`src/rtl/ram_bus_pkg.sv`:
```
// ram_bus_pkg: shared encodings for the RAM bus adapter
package ram_bus_pkg;
  localparam int DATA_W = 32;
  typedef enum logic [1:0] {SZ_BYTE = 2'd0, SZ_HALF = 2'd1, SZ_WORD = 2'd2, SZ_ILL = 2'd3} size_e;
  typedef enum logic [1:0] {IDLE = 2'd0, RDATA = 2'd1, RESP = 2'd2} state_e;
endpackage

```
`src/rtl/ram_bus_adapter_if.sv`:
```
// ram_bus_adapter_if: core-side request/response handshake bundle
interface ram_bus_adapter_if #(parameter int ADDR_WIDTH = 12);
  logic                           req_valid;
  logic                           req_ready;
  logic [ADDR_WIDTH+1:0]          req_addr;
  logic                           req_we;
  logic [1:0]                     req_size;
  logic                           req_unsigned;
  logic [ram_bus_pkg::DATA_W-1:0] req_wdata;
  logic                           rsp_valid;
  logic                           rsp_ready;
  logic [ram_bus_pkg::DATA_W-1:0] rsp_rdata;
  logic                           rsp_err;
  modport master (
    output req_valid, req_addr, req_we, req_size, req_unsigned, req_wdata, rsp_ready,
    input  req_ready, rsp_valid, rsp_rdata, rsp_err
  );
  modport slave (
    input  req_valid, req_addr, req_we, req_size, req_unsigned, req_wdata, rsp_ready,
    output req_ready, rsp_valid, rsp_rdata, rsp_err
  );
endinterface

```
`src/rtl/ram_lane_fmt.sv`:
```
// ram_lane_fmt: byte-lane steering for stores and lane extraction/extension for loads
module ram_lane_fmt
  import ram_bus_pkg::*;
(
  input  logic [1:0]        st_size,
  input  logic [1:0]        st_off,
  input  logic [DATA_W-1:0] wdata,
  output logic [3:0]        we,
  output logic [DATA_W-1:0] din,
  output logic              misaligned,
  input  logic [1:0]        ld_size,
  input  logic [1:0]        ld_off,
  input  logic              ld_unsigned,
  input  logic [DATA_W-1:0] dout,
  output logic [DATA_W-1:0] rdata
);
  logic [7:0]  b;
  logic [15:0] h;
  always_comb begin
    we = st_size == SZ_BYTE ? 4'b0001 << st_off :
         st_size == SZ_HALF ? (st_off[1] ? 4'b1100 : 4'b0011) :
         st_size == SZ_WORD ? 4'b1111 : 4'b0000;
    din = st_size == SZ_BYTE ? {4{wdata[7:0]}} : st_size == SZ_HALF ? {2{wdata[15:0]}} : wdata;
    misaligned = (st_size == SZ_HALF && st_off[0]) || (st_size == SZ_WORD && st_off != 2'd0);
    b = dout[{ld_off, 3'b000} +: 8];
    h = ld_off[1] ? dout[31:16] : dout[15:0];
    rdata = ld_size == SZ_BYTE ? {{24{b[7] & ~ld_unsigned}}, b} :
            ld_size == SZ_HALF ? {{16{h[15] & ~ld_unsigned}}, h} : dout;
  end
endmodule

```
`src/rtl/ram_bus_adapter.sv`:
```
// ram_bus_adapter: single-outstanding load/store front-end for a byte-writable read-first RAM
module ram_bus_adapter
  import ram_bus_pkg::*;
#(
  parameter int SIZE       = 1024,
  parameter int ADDR_WIDTH = 12
) (
  input  logic                  clk,
  input  logic                  rst_n,
  ram_bus_adapter_if.slave      bus,
  output logic [3:0]            ram_we,
  output logic [ADDR_WIDTH-1:0] ram_addr,
  output logic [DATA_W-1:0]     ram_din,
  input  logic [DATA_W-1:0]     ram_dout
);
  localparam logic [ADDR_WIDTH:0] LIM = (ADDR_WIDTH + 1)'(SIZE);
  state_e            state, nstate;
  logic              accept, err, mis;
  logic [1:0]        ld_size, ld_off;
  logic              ld_uns;
  logic [3:0]        fmt_we;
  logic [DATA_W-1:0] fmt_rdata;
  assign ram_addr = bus.req_addr[ADDR_WIDTH+1:2];
  assign accept   = bus.req_valid && state == IDLE && rst_n;
  assign err      = bus.req_size == SZ_ILL || mis || {1'b0, ram_addr} >= LIM;
  ram_lane_fmt u_fmt (
    .st_size(bus.req_size), .st_off(bus.req_addr[1:0]), .wdata(bus.req_wdata),
    .we(fmt_we), .din(ram_din), .misaligned(mis),
    .ld_size(ld_size), .ld_off(ld_off), .ld_unsigned(ld_uns), .dout(ram_dout), .rdata(fmt_rdata)
  );
  always_ff @(posedge clk or negedge rst_n)
    if (!rst_n) state <= IDLE;
    else state <= nstate;
  always_comb begin
    nstate = state == IDLE  ? (accept ? (err || bus.req_we ? RESP : RDATA) : IDLE) :
             state == RDATA ? RESP :
             state == RESP && !bus.rsp_ready ? RESP : IDLE;
  end
  always_comb begin
    bus.req_ready = state == IDLE && rst_n;
    bus.rsp_valid = state == RESP;
    ram_we        = accept && bus.req_we && !err ? fmt_we : 4'b0000;
  end
  // Load data is captured at the end of RDATA so later RAM re-reads cannot disturb it
  always_ff @(posedge clk or negedge rst_n)
    if (!rst_n) begin
      ld_size       <= SZ_BYTE;
      ld_off        <= 2'd0;
      ld_uns        <= 1'b0;
      bus.rsp_rdata <= '0;
      bus.rsp_err   <= 1'b0;
    end else if (accept) begin
      ld_size       <= bus.req_size;
      ld_off        <= bus.req_addr[1:0];
      ld_uns        <= bus.req_unsigned;
      bus.rsp_rdata <= '0;
      bus.rsp_err   <= err;
    end else if (state == RDATA) begin
      bus.rsp_rdata <= fmt_rdata;
      bus.rsp_err   <= 1'b0;
    end
endmodule

```
`src/flat_wrapper.sv`:
```
// flat-port wrapper written by rule: the top's interface ports become plain ports
module ram_bus_adapter_flat import ram_bus_pkg::*;
#(
  parameter int SIZE       = 1024,
  parameter int ADDR_WIDTH = 12
)
  (clk, rst_n, ram_we, ram_addr, ram_din, ram_dout, bus_req_valid, bus_req_addr, bus_req_we, bus_req_size, bus_req_unsigned, bus_req_wdata, bus_rsp_ready, bus_req_ready, bus_rsp_valid, bus_rsp_rdata, bus_rsp_err);
  ram_bus_adapter_if #(.ADDR_WIDTH(ADDR_WIDTH)) bus_i ();
  input  logic clk;
  input  logic rst_n;
  output logic [3:0] ram_we;
  output logic [ADDR_WIDTH-1:0] ram_addr;
  output logic [DATA_W-1:0] ram_din;
  input  logic [DATA_W-1:0] ram_dout;
  input wire logic [$bits(bus_i.req_valid)-1:0] bus_req_valid;
  input wire logic [$bits(bus_i.req_addr)-1:0] bus_req_addr;
  input wire logic [$bits(bus_i.req_we)-1:0] bus_req_we;
  input wire logic [$bits(bus_i.req_size)-1:0] bus_req_size;
  input wire logic [$bits(bus_i.req_unsigned)-1:0] bus_req_unsigned;
  input wire logic [$bits(bus_i.req_wdata)-1:0] bus_req_wdata;
  input wire logic [$bits(bus_i.rsp_ready)-1:0] bus_rsp_ready;
  output wire logic [$bits(bus_i.req_ready)-1:0] bus_req_ready;
  output wire logic [$bits(bus_i.rsp_valid)-1:0] bus_rsp_valid;
  output wire logic [$bits(bus_i.rsp_rdata)-1:0] bus_rsp_rdata;
  output wire logic [$bits(bus_i.rsp_err)-1:0] bus_rsp_err;
  assign bus_i.req_valid = bus_req_valid;
  assign bus_i.req_addr = bus_req_addr;
  assign bus_i.req_we = bus_req_we;
  assign bus_i.req_size = bus_req_size;
  assign bus_i.req_unsigned = bus_req_unsigned;
  assign bus_i.req_wdata = bus_req_wdata;
  assign bus_i.rsp_ready = bus_rsp_ready;
  assign bus_req_ready = bus_i.req_ready;
  assign bus_rsp_valid = bus_i.rsp_valid;
  assign bus_rsp_rdata = bus_i.rsp_rdata;
  assign bus_rsp_err = bus_i.rsp_err;
  ram_bus_adapter #(.SIZE(SIZE), .ADDR_WIDTH(ADDR_WIDTH)) u_core (.clk(clk), .rst_n(rst_n), .bus(bus_i), .ram_we(ram_we), .ram_addr(ram_addr), .ram_din(ram_din), .ram_dout(ram_dout));
endmodule
```
`config.mk`:
```
export PLATFORM = sky130hd
export DESIGN_NAME = ram_bus_adapter_flat
export DESIGN_NICKNAME = d
export VERILOG_FILES = /design/src/rtl/ram_bus_pkg.sv /design/src/rtl/ram_bus_adapter_if.sv /design/src/rtl/ram_lane_fmt.sv /design/src/rtl/ram_bus_adapter.sv /design/src/flat_wrapper.sv
export SDC_FILE = /design/constraint.sdc
export NUM_CORES = 1
export LEC_CHECK = 0
export CAP_MARGIN = 10
export CORE_MARGIN = 1.5
export CORE_UTILIZATION = 38
export CTS_CLUSTER_SIZE = 14
export DETAILED_ROUTE_END_ITERATION = 16
export PLACE_DENSITY_LB_ADDON = 0.05
export SYNTH_ARGS = -nofsm -noshare
export SYNTH_HDL_FRONTEND = slang
export SYNTH_SLANG_ARGS = --single-unit
```
`constraint.sdc`:
```
create_clock -name clk -period 1.75 [get_ports clk]
set_input_delay 0.2625 -clock clk [delete_from_list [all_inputs] [get_ports clk]]
set_output_delay 0.2625 -clock clk [all_outputs]
set_load 0.02 [all_outputs]
```
### Word level (Yosys, flattened, before mapping)

Index checks and enable logic that the tools add are counted.

* output and inout bits: 83
* register bits: 40
* logic and storage cells: 56
* input port bits: 86

* eq/ne operators: 6
* shift-type cells: 2
* bitwise operators: 3
* reductions and logical operators: 19
* muxes and demuxes: 19
* $lt $le $gt $ge: 1

Operators by type and width (number)
* 2-to-1 mux 32 bit: 6
* indexed part select 32 x 6 -> 8 bit: 1
* 2-to-1 mux 4 bit: 5
* 2-to-1 mux 16 bit: 1
* greater-or-equal comparator 12 x 11 -> 1 bit (second input constant): 1
* 2-to-1 mux 2 bit: 5
* logical AND 1 bit: 8
* equality test 2 x 1 -> 1 bit (second input constant): 3
* equality test 2 bit (second input constant): 3
* zero test 2 bit: 3
* logical OR 1 bit: 4
* nonzero test 2 bit: 2
* left shift 1 x 2 -> 4 bit (first input constant): 1
* AND 1 bit: 2
* zero test 1 bit: 2
* 2-to-1 mux 1 bit: 2
* NOT 1 bit: 1

### Longest topological paths before layout

* word-level depth: 9
* mapped depth: 6
* mapped depth without buffers: 4

### Hierarchy

Synthesis repeated with hierarchy kept, for this count alone.

* cells, all modules: 384
* area, all modules: 3163.0 um^2

By module, submodules not included
* ram_bus_adapter: area an instance 1774.2 um^2, sequential area each 1001.0 um^2, cells an instance 182, instances 1
* ram_lane_fmt: area an instance 1388.8 um^2, sequential area each 0.0 um^2, cells an instance 202, instances 1

### Worst setup path before layout

Ideal clock, no wire load.

* kind: flip-flop to output port
* from: register u_core.state[0]
* to: output port ram_we[0]
* required time: 1.487 ns
* arrival time: 1.535 ns
* setup slack: -0.048 ns
* stages on the path, launching flop included: 5
* buffers on the path: 0
* cells stage by stage: dfrtp_1 -> nor2_1 -> nand3_1 -> or3_1 -> a21oi_1

* longest elaborated chain between the ends: 6

RTL lines
* start: declaration: RTL line ram_bus_adapter.sv:17 `state_e state, nstate;`
* start signal: assignment: RTL line ram_bus_adapter.sv:33 `else state <= nstate;`
* zero test 2 bit: RTL line ram_bus_adapter.sv:24 `assign accept = bus.req_valid && state == IDLE && rst_n;`
* logical AND 1 bit (2 in series): RTL line ram_bus_adapter.sv:24
* logical AND 1 bit (2 in series): RTL line ram_bus_adapter.sv:42 `ram_we = accept && bus.req_we && !err ? fmt_we : 4'b0000;`
* 2-to-1 mux 4 bit: RTL line ram_bus_adapter.sv:42
* end: declaration: RTL line flat_wrapper.sv:11 `output logic [3:0] ram_we;`

Every way passes these cells.

### Worst setup path after layout

* from: register u_core.state[0]
* to: output port ram_we[3]

The elaborated chain is that of the path after synthesis.

==> summary.md <==
| Metric | Value |
|---|---|
| Status | `finished with violations` |
| Failing checks | `setup timing` |
| Crit Path Max Fanout | `4` |
| Setup WS post-layout | `-0.07668 ns` |
| Vias in the first global route | `2963` |
| Worst slew margin | `60.36%` |
| Die H | `88.83 um` |
| # setup viols final | `4` |
| CTS buffer count | `5` |
| Nature of the critical path endpoint | `output pin` |
| Setup skew after layout | `0.01387 ns` |
| Async set or reset register ratio after synthesis | `100.0%` |
| Max-Cap Viols | `0` |
| RePlAce Congestion | `0.8272` |
| Final worst path period need | `1.827 ns` |
| Sequential fraction of the synthesis area | `35.76%` |
| DRT Pass-1 Iters | `4` |
| Most common cell in the netlist | `nand2_1` |
| Pwr/cell area | `684.9 mW/mm2` |
| Top_reg_cell synth | `dfrtp_1` |
| Largest net degree at the start of global routing | `40` |
| Antenna Cells | `0` |
| Post-DP Area | `0.004372 mm2` |
| Nets | `561` |
| CP required | `1.49 ns` |
| Fin Hold WS | `0.2267 ns` |
| Fmax | `547.4 MHz` |
| Crit Path Class | `reg2out` |
| Layout fillers | `636` |
| Synth Area per Inst | `8.639 um2` |
| CTS Buffer Depth | `2` |
| Routing usage on met3 | `3.451%` |
| Share of layout cells above drive strength 1 | `20.80%` |
| CP Launch Type | `flop` |
| Met1 GRT Util | `30.77%` |
| Chip Width | `88.83 um` |
| Post-Syn Area | `0.002799 mm2` |
| RSZ-0062 raised after global routing | `yes` |
| Top Ports | `169` |
| DRT iter0 DRCs | `147` |
| Pleak | `2.029 nW` |
| Area delta synth->final | `63.48%` |
| IO Port Bufs | `148` |
| Starting Density | `39.01%` |
| Post-DRT Antenna Nets | `0` |
| M2 GR Usage | `42.29%` |
| First-pass GRT wire length | `14500 um` |
| Routed vias/inst | `5.092` |
| EDFF count, synth | `0` |
| Actual slew at the worst max-slew pin | `0.5946 ns` |
| GRT Total Usage | `23.85%` |
| Syn nets | `410` |
| CTS tree | `done` |
| Grt total ovfl | `0` |
| Antenna violations before repair | `0` |
| #FFs+latches synth | `40` |
| Area of the core | `0.007176 mm2` |
| Sum Neg Setup Slack | `-0.2793 ns` |
| Slew Viols, Final | `0` |
| Post-route cell area | `0.004576 mm2` |
| Post-Route WL | `9184 um` |
| Storage element area | `0.001001 mm2` |
| Synthesized instance count | `324` |
| Vias | `2928` |
| Post-DP HPWL | `6885 um` |
| Setup slack at placement | `-0.7392 ns` |
| CP arrival | `1.56 ns` |
| Drt wl/cell | `15.97 um` |
| Post-synthesis cell type count | `33` |
| Yosys top cell by area | `dfrtp_1` |
| Worst Hold Class | `in2async` |
| Final Hold Fails | `0` |
| GRT busiest layer | `met2` |
| Yosys warnings | `0` |
| Clk sinks | `40` |
| CTS H-Tree Depth | `2` |
| Clock-pin slew of the registers on the worst-case setup and hold paths | `0.09 ns` |
| Worst vdd ir | `0.5257 mV` |
| Top post-synthesis cells by area | `dfrtp_1, mux2i_1, nand2_1` |
| Clk Tree Root Cell | `clkbuf_8` |
| Final period util | `104.4%` |
| DR DRC count | `0` |
| Post-synth top area share | `35.76%` |
| Die area | `0.007890 mm2` |
| Top cells by count, synth | `nand2_1, dfrtp_1, nor2b_1` |
| Multi-input logic area | `0.001533 mm2` |
| Num rows | `31` |
| Clock latency on the worst-skew pair | `0.30 ns` |
[cell families after synthesis]
group / Yosys count / synth area share (%)
AND/OR/NAND/NOR: 106 / 18.64
AO/OA/AOI/OAI: 85 / 19.45
buffers and inverters: 53 / 11.13
multiplexers: 40 / 15.02
flip-flops: 40 / 35.76
[critical path, stage by stage, from the launching register on]
cell	delay, ns
dfrtp_1	0.40
nor2_4	0.14
nand3_2	0.09
or3_4	0.37
a21oi_2	0.12
buf_4	0.15
[power by group]
| group | leakage, nW | internal, mW | switching [mW] |
|---|---|---|---|
| Sequential | 0.545 | 0.985 | 0.0647 |
| Combinational | 1.42 | 0.634 | 0.647 |
| Clock | 0.0614 | 0.466 | 0.336 |
| Total | 2.03 | 2.09 | 1.05 |
[registers in the layout, indices dropped and copies added, names as in the netlist]
signal / cells
u_core.ld_size: 2
u_core.bus.rsp_rdata: 32
u_core.ld_uns: 1
u_core.state: 2
u_core.ld_off: 2
u_core.bus.rsp_err: 1
[worst paths after layout]
path                                                           start                              endpoint  slack (ns)  cells after the start
worst max register to register         u_core.ld_size[1]$_DFFE_PN0N_  u_core.bus.rsp_rdata[10]$_DFFE_PN0P_        0.17                      5
worst min-delay path                                           rst_n  u_core.bus.rsp_rdata[18]$_DFFE_PN0P_        0.23                      3
min in group clk                                     bus_req_size[0]         u_core.ld_size[0]$_DFFE_PN0N_        0.43                      4
max in group asynchronous                                      rst_n  u_core.bus.rsp_rdata[19]$_DFFE_PN0P_        1.12                      3
worst max-delay path                       u_core.state[0]$_DFF_PN0_                             ram_we[3]       -0.08                      5
worst min register to register  u_core.bus.rsp_rdata[29]$_DFFE_PN0P_  u_core.bus.rsp_rdata[29]$_DFFE_PN0P_        0.48                      2
[metrics by stage]
stage / instances / utilization [%] / power (mW)
2_1_floorplan: 324 / - / 1.796
3_3_place_gp: 557 / 60.92 / 2.333
3_5_place_dp: 557 / 60.92 / 2.345
4_1_cts: 574 / 63.45 / 3.137
5_1_grt: 575 / 63.77 / 3.308
6_report: 575 / 63.77 / 3.134
[routing by layer]
metal	up-vias	part of all wire, %
li1	1428	-
met4	0	0.85
met3	12	4.2
met1	1423	42
met5	-	0
met2	65	53
[cells in the final DEF, fill, tap and decap left out, types with 7 or more instances in the layout]
master	count
clkdlybuf4s50_1	110
nand2_1	56
dfrtp_1	40
buf_4	38
nor2b_1	25
mux2i_1	24
o21ai_0	18
mux2_2	16
o22ai_1	15
dlygate4sd2_1	13
o21ai_1	11
a21oi_1	11
inv_1	9
buf_2	9
a22o_1	8
clkdlybuf4s15_2	8
a221oi_1	7
a32o_1	7
[what timing repair did]
action | in CTS | in global routing
hold buffers | 1 | 0
endpoints found under the hold margin | 2 | 0
endpoints found under the setup margin | 31 | 6
resized for setup | 103 | 12
pin swaps | 5 | 3
buffers inserted | 8 | 1
[area by class of cell]
cell class | instances | area share [%]
repair buffers | 188 | 38.53
multi-input cells | 231 | 33.50
inverters | 9 | 0.7383
clock inverters | 2 | 0.8477
clock buffers | 6 | 1.805
well taps | 99 | 2.707
flip-flops and latches | 40 | 21.88
(Power assumes the default switching activity.)
